--- config.mk ---
export PLATFORM = sky130hd
export DESIGN_NAME = acc_cpu_controller
export DESIGN_NICKNAME = d
export VERILOG_FILES = /design/src/rtl/acc_cpu_controller.sv
export SDC_FILE = /design/constraint.sdc
export NUM_CORES = 1
export LEC_CHECK = 0
export ABC_AREA = 1
export BUFFER_PORTS_ARGS = -buffer_cell sky130_fd_sc_hd__buf_2
export CORE_MARGIN = 5
export CORE_UTILIZATION = 55
export CTS_BUF_LIST = sky130_fd_sc_hd__clkbuf_4
export CTS_CLUSTER_SIZE = 40
export DETAILED_ROUTE_END_ITERATION = 10
export PLACE_DENSITY = 0.83
export SYNTH_ARGS = -nofsm -noshare
export SYNTH_HDL_FRONTEND = slang
export SYNTH_SLANG_ARGS = --single-unit
--- constraint.sdc ---
create_clock -name clk -period 2.05 [get_ports clk]
set_input_delay 0.205 -clock clk [delete_from_list [all_inputs] [get_ports clk]]
set_output_delay 0.205 -clock clk [all_outputs]
set_load 0.05 [all_outputs]
--- src/rtl/acc_cpu_controller.sv ---
// acc_cpu_controller
//   Fetch/decode/execute sequencer for the 16-bit accumulator CPU. It owns
//   PC, IR, MBR and AC. It drives a synchronous single-port RAM and a
//   combinational ALU.
//
// Ports
//   clk, rst     : rising-edge clock, synchronous active-high reset
//   start        : leave IDLE, load PC with START_ADDR and begin fetching
//   mem_addr     : registered RAM word address
//   mem_cs/we/oe : RAM chip select / write enable / output enable
//   mem_wdata    : RAM write data (the top level tristates the bus with !oe)
//   mem_rdata    : RAM read data, valid one cycle after the address is
//                  registered with cs=1, oe=1
//   alu_a/alu_b  : registered ALU operands
//   alu_sel      : 01 add, 10 sub, 00 idle
//   alu_out      : combinational ALU result
//   pc, ac, ir   : architectural state, for debug
//   busy         : high in every state except IDLE and HALTED
//   halted       : high in HALTED
//   illegal_op   : sticky, set when an undefined opcode is executed
//
// Optional build macro ACC_CPU_PERF_EN adds two saturating 32-bit counters:
//   cycle_cnt    : number of busy cycles
//   instr_cnt    : number of completed instructions (HALT included)
module acc_cpu_controller #(
  parameter int unsigned ADDR_WIDTH = 12,
  parameter int unsigned DATA_WIDTH = 16,
  parameter int unsigned START_ADDR = 'h100
) (
  input  logic                  clk,
  input  logic                  rst,
  input  logic                  start,
  output logic [ADDR_WIDTH-1:0] mem_addr,
  output logic                  mem_cs,
  output logic                  mem_we,
  output logic                  mem_oe,
  output logic [DATA_WIDTH-1:0] mem_wdata,
  input  logic [DATA_WIDTH-1:0] mem_rdata,
  output logic [DATA_WIDTH-1:0] alu_a,
  output logic [DATA_WIDTH-1:0] alu_b,
  output logic [1:0]            alu_sel,
  input  logic [DATA_WIDTH-1:0] alu_out,
  output logic [ADDR_WIDTH-1:0] pc,
  output logic [DATA_WIDTH-1:0] ac,
  output logic [DATA_WIDTH-1:0] ir,
  output logic                  busy,
  output logic                  halted,
  output logic                  illegal_op
`ifdef ACC_CPU_PERF_EN
  ,
  output logic [31:0]           cycle_cnt,
  output logic [31:0]           instr_cnt
`endif
);

  typedef enum logic [3:0] {
    S_IDLE,
    S_F1,
    S_F2,
    S_F3,
    S_DEC,
    S_E1,
    S_E2,
    S_E3,
    S_E4,
    S_E5,
    S_HALTED
  } state_e;

  typedef enum logic [3:0] {
    OP_LOAD  = 4'h1,
    OP_STORE = 4'h2,
    OP_ADD   = 4'h3,
    OP_SUBT  = 4'h4,
    OP_HALT  = 4'h7,
    OP_SKIP  = 4'h8,
    OP_JUMP  = 4'h9,
    OP_CLEAR = 4'hA
  } opcode_e;

  state_e                state_q, state_d;
  logic [ADDR_WIDTH-1:0] pc_q, pc_d;
  logic [DATA_WIDTH-1:0] ir_q, ir_d;
  logic [DATA_WIDTH-1:0] mbr_q, mbr_d;
  logic [DATA_WIDTH-1:0] ac_q, ac_d;
  logic [ADDR_WIDTH-1:0] addr_q, addr_d;
  logic                  cs_q, cs_d;
  logic                  we_q, we_d;
  logic                  oe_q, oe_d;
  logic [DATA_WIDTH-1:0] wdata_q, wdata_d;
  logic [DATA_WIDTH-1:0] alu_a_q, alu_a_d;
  logic [DATA_WIDTH-1:0] alu_b_q, alu_b_d;
  logic [1:0]            alu_sel_q, alu_sel_d;
  logic                  illegal_q, illegal_d;

  opcode_e               opcode;
  logic [ADDR_WIDTH-1:0] operand;
  logic                  skip_c;
  logic                  busy_c;

  assign opcode  = opcode_e'(ir_q[DATA_WIDTH-1 -: 4]);
  assign operand = ir_q[ADDR_WIDTH-1:0];
  assign busy_c  = !(state_q inside {S_IDLE, S_HALTED});

  // SKIPCOND condition. AC is treated as two's complement, so "negative"
  // is the sign bit and "positive" is a clear sign bit with a nonzero value.
  always_comb begin
    skip_c = 1'b0;
    unique case (ir_q[ADDR_WIDTH-1 -: 2])
      2'b00:   skip_c = ac_q[DATA_WIDTH-1];
      2'b01:   skip_c = (ac_q == '0);
      2'b10:   skip_c = !ac_q[DATA_WIDTH-1] && (ac_q != '0);
      default: skip_c = 1'b0;
    endcase
  end

  // Memory and ALU controls are registered. A value assigned in state X is
  // seen by the RAM or ALU during the cycle after X. This is why STORE
  // raises we in E2 and the write lands at the end of E3.
  always_comb begin
    state_d   = state_q;
    pc_d      = pc_q;
    ir_d      = ir_q;
    mbr_d     = mbr_q;
    ac_d      = ac_q;
    addr_d    = addr_q;
    cs_d      = cs_q;
    we_d      = we_q;
    oe_d      = oe_q;
    wdata_d   = wdata_q;
    alu_a_d   = alu_a_q;
    alu_b_d   = alu_b_q;
    alu_sel_d = alu_sel_q;
    illegal_d = illegal_q;

    unique case (state_q)
      S_IDLE: begin
        if (start) begin
          pc_d    = ADDR_WIDTH'(START_ADDR);
          state_d = S_F1;
        end
      end

      S_F1: begin
        addr_d  = pc_q;
        cs_d    = 1'b1;
        oe_d    = 1'b1;
        we_d    = 1'b0;
        state_d = S_F2;
      end

      S_F2: state_d = S_F3;

      S_F3: begin
        ir_d    = mem_rdata;
        pc_d    = pc_q + ADDR_WIDTH'(1);
        cs_d    = 1'b0;
        state_d = S_DEC;
      end

      S_DEC: state_d = S_E1;

      S_E1: begin
        state_d = S_F1;
        unique case (opcode)
          OP_LOAD, OP_ADD, OP_SUBT: begin
            addr_d  = operand;
            cs_d    = 1'b1;
            oe_d    = 1'b1;
            state_d = S_E2;
          end
          OP_STORE: begin
            addr_d  = operand;
            cs_d    = 1'b1;
            mbr_d   = ac_q;
            state_d = S_E2;
          end
          OP_HALT:  state_d = S_HALTED;
          OP_SKIP:  if (skip_c) pc_d = pc_q + ADDR_WIDTH'(1);
          OP_JUMP:  pc_d = operand;
          OP_CLEAR: ac_d = '0;
          default:  illegal_d = 1'b1;
        endcase
      end

      S_E2: begin
        if (opcode == OP_STORE) begin
          oe_d    = 1'b0;
          we_d    = 1'b1;
          wdata_d = mbr_q;
        end
        state_d = S_E3;
      end

      S_E3: begin
        cs_d = 1'b0;
        if (opcode == OP_STORE) begin
          we_d    = 1'b0;
          oe_d    = 1'b1;
          state_d = S_F1;
        end else begin
          mbr_d   = mem_rdata;
          state_d = S_E4;
        end
      end

      S_E4: begin
        if (opcode == OP_LOAD) begin
          ac_d    = mbr_q;
          state_d = S_F1;
        end else begin
          alu_a_d   = ac_q;
          alu_b_d   = mbr_q;
          alu_sel_d = (opcode == OP_SUBT) ? 2'b10 : 2'b01;
          state_d   = S_E5;
        end
      end

      S_E5: begin
        ac_d      = alu_out;
        alu_sel_d = 2'b00;
        state_d   = S_F1;
      end

      S_HALTED: state_d = S_HALTED;

      default: state_d = S_IDLE;
    endcase
  end

  always_ff @(posedge clk) begin
    if (rst) begin
      state_q   <= S_IDLE;
      pc_q      <= '0;
      ir_q      <= '0;
      mbr_q     <= '0;
      ac_q      <= '0;
      addr_q    <= '0;
      cs_q      <= 1'b0;
      we_q      <= 1'b0;
      oe_q      <= 1'b1;
      wdata_q   <= '0;
      alu_a_q   <= '0;
      alu_b_q   <= '0;
      alu_sel_q <= 2'b00;
      illegal_q <= 1'b0;
    end else begin
      state_q   <= state_d;
      pc_q      <= pc_d;
      ir_q      <= ir_d;
      mbr_q     <= mbr_d;
      ac_q      <= ac_d;
      addr_q    <= addr_d;
      cs_q      <= cs_d;
      we_q      <= we_d;
      oe_q      <= oe_d;
      wdata_q   <= wdata_d;
      alu_a_q   <= alu_a_d;
      alu_b_q   <= alu_b_d;
      alu_sel_q <= alu_sel_d;
      illegal_q <= illegal_d;
    end
  end

  assign mem_addr   = addr_q;
  assign mem_cs     = cs_q;
  assign mem_we     = we_q;
  assign mem_oe     = oe_q;
  assign mem_wdata  = wdata_q;
  assign alu_a      = alu_a_q;
  assign alu_b      = alu_b_q;
  assign alu_sel    = alu_sel_q;
  assign pc         = pc_q;
  assign ac         = ac_q;
  assign ir         = ir_q;
  assign busy       = busy_c;
  assign halted     = (state_q == S_HALTED);
  assign illegal_op = illegal_q;

`ifdef ACC_CPU_PERF_EN
  logic [31:0] cycle_cnt_q;
  logic [31:0] instr_cnt_q;
  logic        instr_done;

  // An instruction completes when execute hands back to F1, or when HALT
  // enters HALTED.
  assign instr_done = ((state_d == S_F1) && (state_q inside {S_E1, S_E2, S_E3, S_E4, S_E5}))
                   || ((state_d == S_HALTED) && (state_q != S_HALTED));

  always_ff @(posedge clk) begin
    if (rst) begin
      cycle_cnt_q <= '0;
      instr_cnt_q <= '0;
    end else begin
      if (busy_c && (cycle_cnt_q != '1)) cycle_cnt_q <= cycle_cnt_q + 32'd1;
      if (instr_done && (instr_cnt_q != '1)) instr_cnt_q <= instr_cnt_q + 32'd1;
    end
  end

  assign cycle_cnt = cycle_cnt_q;
  assign instr_cnt = instr_cnt_q;
`endif

endmodule

==> results.sh <==
export IMPL_worst_ep_required_time_ns=1.85
export IMPL_nets=968
export IMPL_pin_count_of_the_biggest_net_entering_global_routing=66
export IMPL_synth_sequential_area_ratio_pct=45.7
export IMPL_timing_final_max_slew_violations=0
export IMPL_synth_top_cell_area_share_pct=45.7
export IMPL_cp_start_kind="flip-flop"
export IMPL_synthFlopType="sky130_fd_sc_hd__dfxtp_1"
export IMPL_path_common_cell="sky130_fd_sc_hd__nor2_1"
export IMPL_fp_dieArea_mm2=0.0125
export IMPL_worst_path_largest_cell_delay_ns=0.45
export IMPL_route_detailed_wl_per_inst_um=15.4
export IMPL_finalWirelength_mm=16.7
export IMPL_grt_setup_unrepaired="no"
export IMPL_post_dp_hpwl_mm=11.9
export IMPL_num_antenna_cells=0
export IMPL_use_met3_pct=6.90
export IMPL_cts_buffers=17
export IMPL_tritoncts="done"
export IMPL_worst_hold_path_type="input port to flip-flop"
export IMPL_gpl_final_weighted_congestion=0.926
export IMPL_worst_ir_drop_vdd_mv=0.512
export IMPL_setup_tns_ns=0
export IMPL_drcViolationCount=0
export IMPL_post_synth_top_count_cell="sky130_fd_sc_hd__dfxtp_1"
export IMPL_final_hold_viol_count=0
export IMPL_largest_fanout_on_the_critical_path=5
export IMPL_core_rowCount=37
export IMPL_outcome="completed"
export IMPL_post_route_clock_period_utilization_pct=92.0
export IMPL_setup_worst_path_class="flip-flop to primary output"
export IMPL_timing_critical_path_cells="nor2_1 -> and2_1 -> nor2_1 -> buf_2"
export IMPL_static_leakage_power_nw=3.01
export IMPL_max_cap_violations=0
export IMPL_floorplan_io_pins=147
export IMPL_initial_drc_count=513
export IMPL_slew_limit_headroom_pct=65.3
export IMPL_core_mm2=0.0102
export IMPL_placement_setup_worst_slack_ns=0.202
export IMPL_synth_top_cells_by_area="sky130_fd_sc_hd__dfxtp_1 (46%), sky130_fd_sc_hd__o21ai_0 (10%), sky130_fd_sc_hd__nand2_1 (7.4%)"
export IMPL_via_total_after_detailed_routing=5969
export IMPL_die_height_um=112
export IMPL_worst_ep_arrival_time_ns=1.68
export IMPL_overflow=0
export IMPL_yosysWarnings=0
export IMPL_grt_use_met1_pct=34.3
export IMPL_netlist_top_cell_by_area="sky130_fd_sc_hd__dfxtp_1"
export IMPL_clk_transition_reported_paths_ns=0.13
export IMPL_final_critical_path_setup_slack_ns=0.165
export IMPL_clk_insertion_delay_late_ns=0.54
export IMPL_grt_first_pass_wirelength_mm=27.1
export IMPL_synth_async_reset_ratio_pct=0
export IMPL_setup_viol=0
export IMPL_syn_avg_cell_area_um2=7.34
export IMPL_syn2layout_area_growth_pct=24.3
export IMPL_synth_enable_flop_cells=0
export IMPL_die_w_um=112
export IMPL_cp_max_stage_cell="sky130_fd_sc_hd__dfxtp_1"
export IMPL_crit_buf_inv=1
export IMPL_grtUsageTotal_pct=26.4
export IMPL_postSynthCellCount=776
export IMPL_fillCellCount=904
export IMPL_groute_layer_met2_usage_pct=42.1
export IMPL_tightestPinTransition_ns=0.520
export IMPL_antenna_violations_before_repair=0
export IMPL_io_buffer_count=146
export IMPL_synth_fp_nets=812
export IMPL_cts_path_max_buffers=2
export IMPL_timing_final_crit_period_ns=1.89
export IMPL_clock_sink_count=130
export IMPL_worst_path_dominant_cell_family="flip-flops"
export IMPL_final_setup_skew_ns=0.0136
export IMPL_netlist_area_mm2=0.00569
export IMPL_number_of_nets_with_antenna_violations_after_routing=0
export IMPL_post_synth_num_cell_types=35
export IMPL_top_usage_layer="met2"
export IMPL_initial_core_utilization_pct=55.7
export IMPL_cts_setup_buffers=0
export IMPL_crit_path_end_kind="primary output"
export IMPL_power_per_cell_area_mw_per_mm2=752
export IMPL_via_count_of_the_first_global_routing_pass=5501
export IMPL_synth_commonest_cells="sky130_fd_sc_hd__dfxtp_1 (130), sky130_fd_sc_hd__o21ai_0 (115), sky130_fd_sc_hd__nand2_1 (113)"
export IMPL_cts_htree_levels=4
export IMPL_layout_drive_gt1_share_pct=23.9
export IMPL_postSynthRegisterBits=130
export IMPL_timing_fmax_mhz=530
export IMPL_drt_vias_per_instance=5.52
export IMPL_drt_pass1_iter_count=5
export IMPL_clockRootBuffer="sky130_fd_sc_hd__clkbuf_4"
[flip-flops by register name, summed over array words and instances (netlist names)]
name,flops
mem_oe,1
mem_we,1
mem_cs,1
alu_sel,2
alu_a,16
illegal_op,1
ir,16
ac,16
mem_addr,12
state_q,4
mem_wdata,16
mbr_q,16
alu_b,16
pc,12
[layout by cell type, fill, tap and decap left out, types with 3 or more instances in the layout]
cell type	instances
sky130_fd_sc_hd__o21ai_1	6
sky130_fd_sc_hd__clkbuf_4	18
sky130_fd_sc_hd__nand3b_1	3
sky130_fd_sc_hd__a31oi_1	32
sky130_fd_sc_hd__inv_1	60
sky130_fd_sc_hd__nand2_1	111
sky130_fd_sc_hd__nand3_1	40
sky130_fd_sc_hd__dfxtp_1	128
sky130_fd_sc_hd__a211oi_1	18
sky130_fd_sc_hd__buf_2	145
sky130_fd_sc_hd__nor2_2	3
sky130_fd_sc_hd__dlygate4sd3_1	16
sky130_fd_sc_hd__o21ai_0	115
sky130_fd_sc_hd__a21oi_1	74
sky130_fd_sc_hd__nand2_2	6
sky130_fd_sc_hd__inv_2	6
sky130_fd_sc_hd__buf_4	13
sky130_fd_sc_hd__buf_12	6
sky130_fd_sc_hd__nor3_1	5
sky130_fd_sc_hd__inv_6	4
sky130_fd_sc_hd__nor2_1	98
sky130_fd_sc_hd__inv_8	5
sky130_fd_sc_hd__clkinvlp_4	3
sky130_fd_sc_hd__nor2_4	3
[power breakdown]
| part | internal (mW) | switching, mW | total (mW) |
|---|---|---|---|
| Clock | 0.666 | 1.13 | 1.79 |
| Sequential | 2.61 | 0.0863 | 2.69 |
| Combinational | 0.244 | 0.593 | 0.837 |
| Total | 3.52 | 1.81 | 5.32 |
[kinds of logic after synthesis]
| kind of cell | after synthesis | share of synthesized area [%] |
|---|---|---|
| simple gates | 277 | 21.2 |
| compound gates | 253 | 24.2 |
| flops | 130 | 45.7 |
| xor+xnor | 2 | 0.308 |
| buf+inv | 113 | 8.35 |
| fa+ha+maj | 1 | 0.220 |
[worst min-delay path: cells and delay by family]
kind | cells | cell delay (ns)
buffers and inverters | 1 | 0.07
and+or+nand+nor | 1 | 0.06
AOI/OAI and AO/OA | 3 | 0.24
[worst paths after layout]
kind	from	to	slack (ns)	cells after the start
max	state_q[0]$_SDFFE_PP0N_	busy	0.16	4
min	alu_out[11]	ac[11]$_SDFFE_PP0P_	0.07	5
max reg2reg	state_q[3]$_SDFFE_PP0N_	pc[0]$_SDFFE_PP0P_	0.25	11
min reg2reg	illegal_op$_SDFFE_PP0P_	illegal_op$_SDFFE_PP0P_	0.47	2
[layout make-up]
class	instances	area, um2	area share, %
multi-input combinational	533	2630	37.2
sequential	130	2610	36.8
timing repair buffer	181	1110	15.7
inverter	69	262	3.70
tap	136	170	2.40
clock inverter	15	169	2.39
clock buffer	17	128	1.80
[through the flow]
step                total power [mW]  cell area, um2  cells  hold WS (ns)  utilization, %
global placement                3.54            6600   1033         0.441            64.5
CTS                             5.34            7060   1081        0.0425            69.0
finish                          5.32            7080   1081        0.0696            69.2
global route                    5.57            7080   1081        0.0583            69.2
detailed placement              3.55            6600   1033         0.451            64.5
floorplan                       3.33            5700    776         0.305               -
[what timing repair did]
item / in CTS / in global routing
gates resized for setup: 1 / 7
hold buffers: 16 / 0
endpoints found under the setup margin: 1 / 29
hold endpoints to repair: 32 / 0
[per-layer routing]
metal,part of all wire (%),wire (um),vias up
li1,-,-,2945
met1,42,7010,2710
met2,47,7830,272
met3,8.2,1370,42
met4,2.9,476,0
met5,0,0,-
Note: power is estimated with default switching activity, not from simulation.
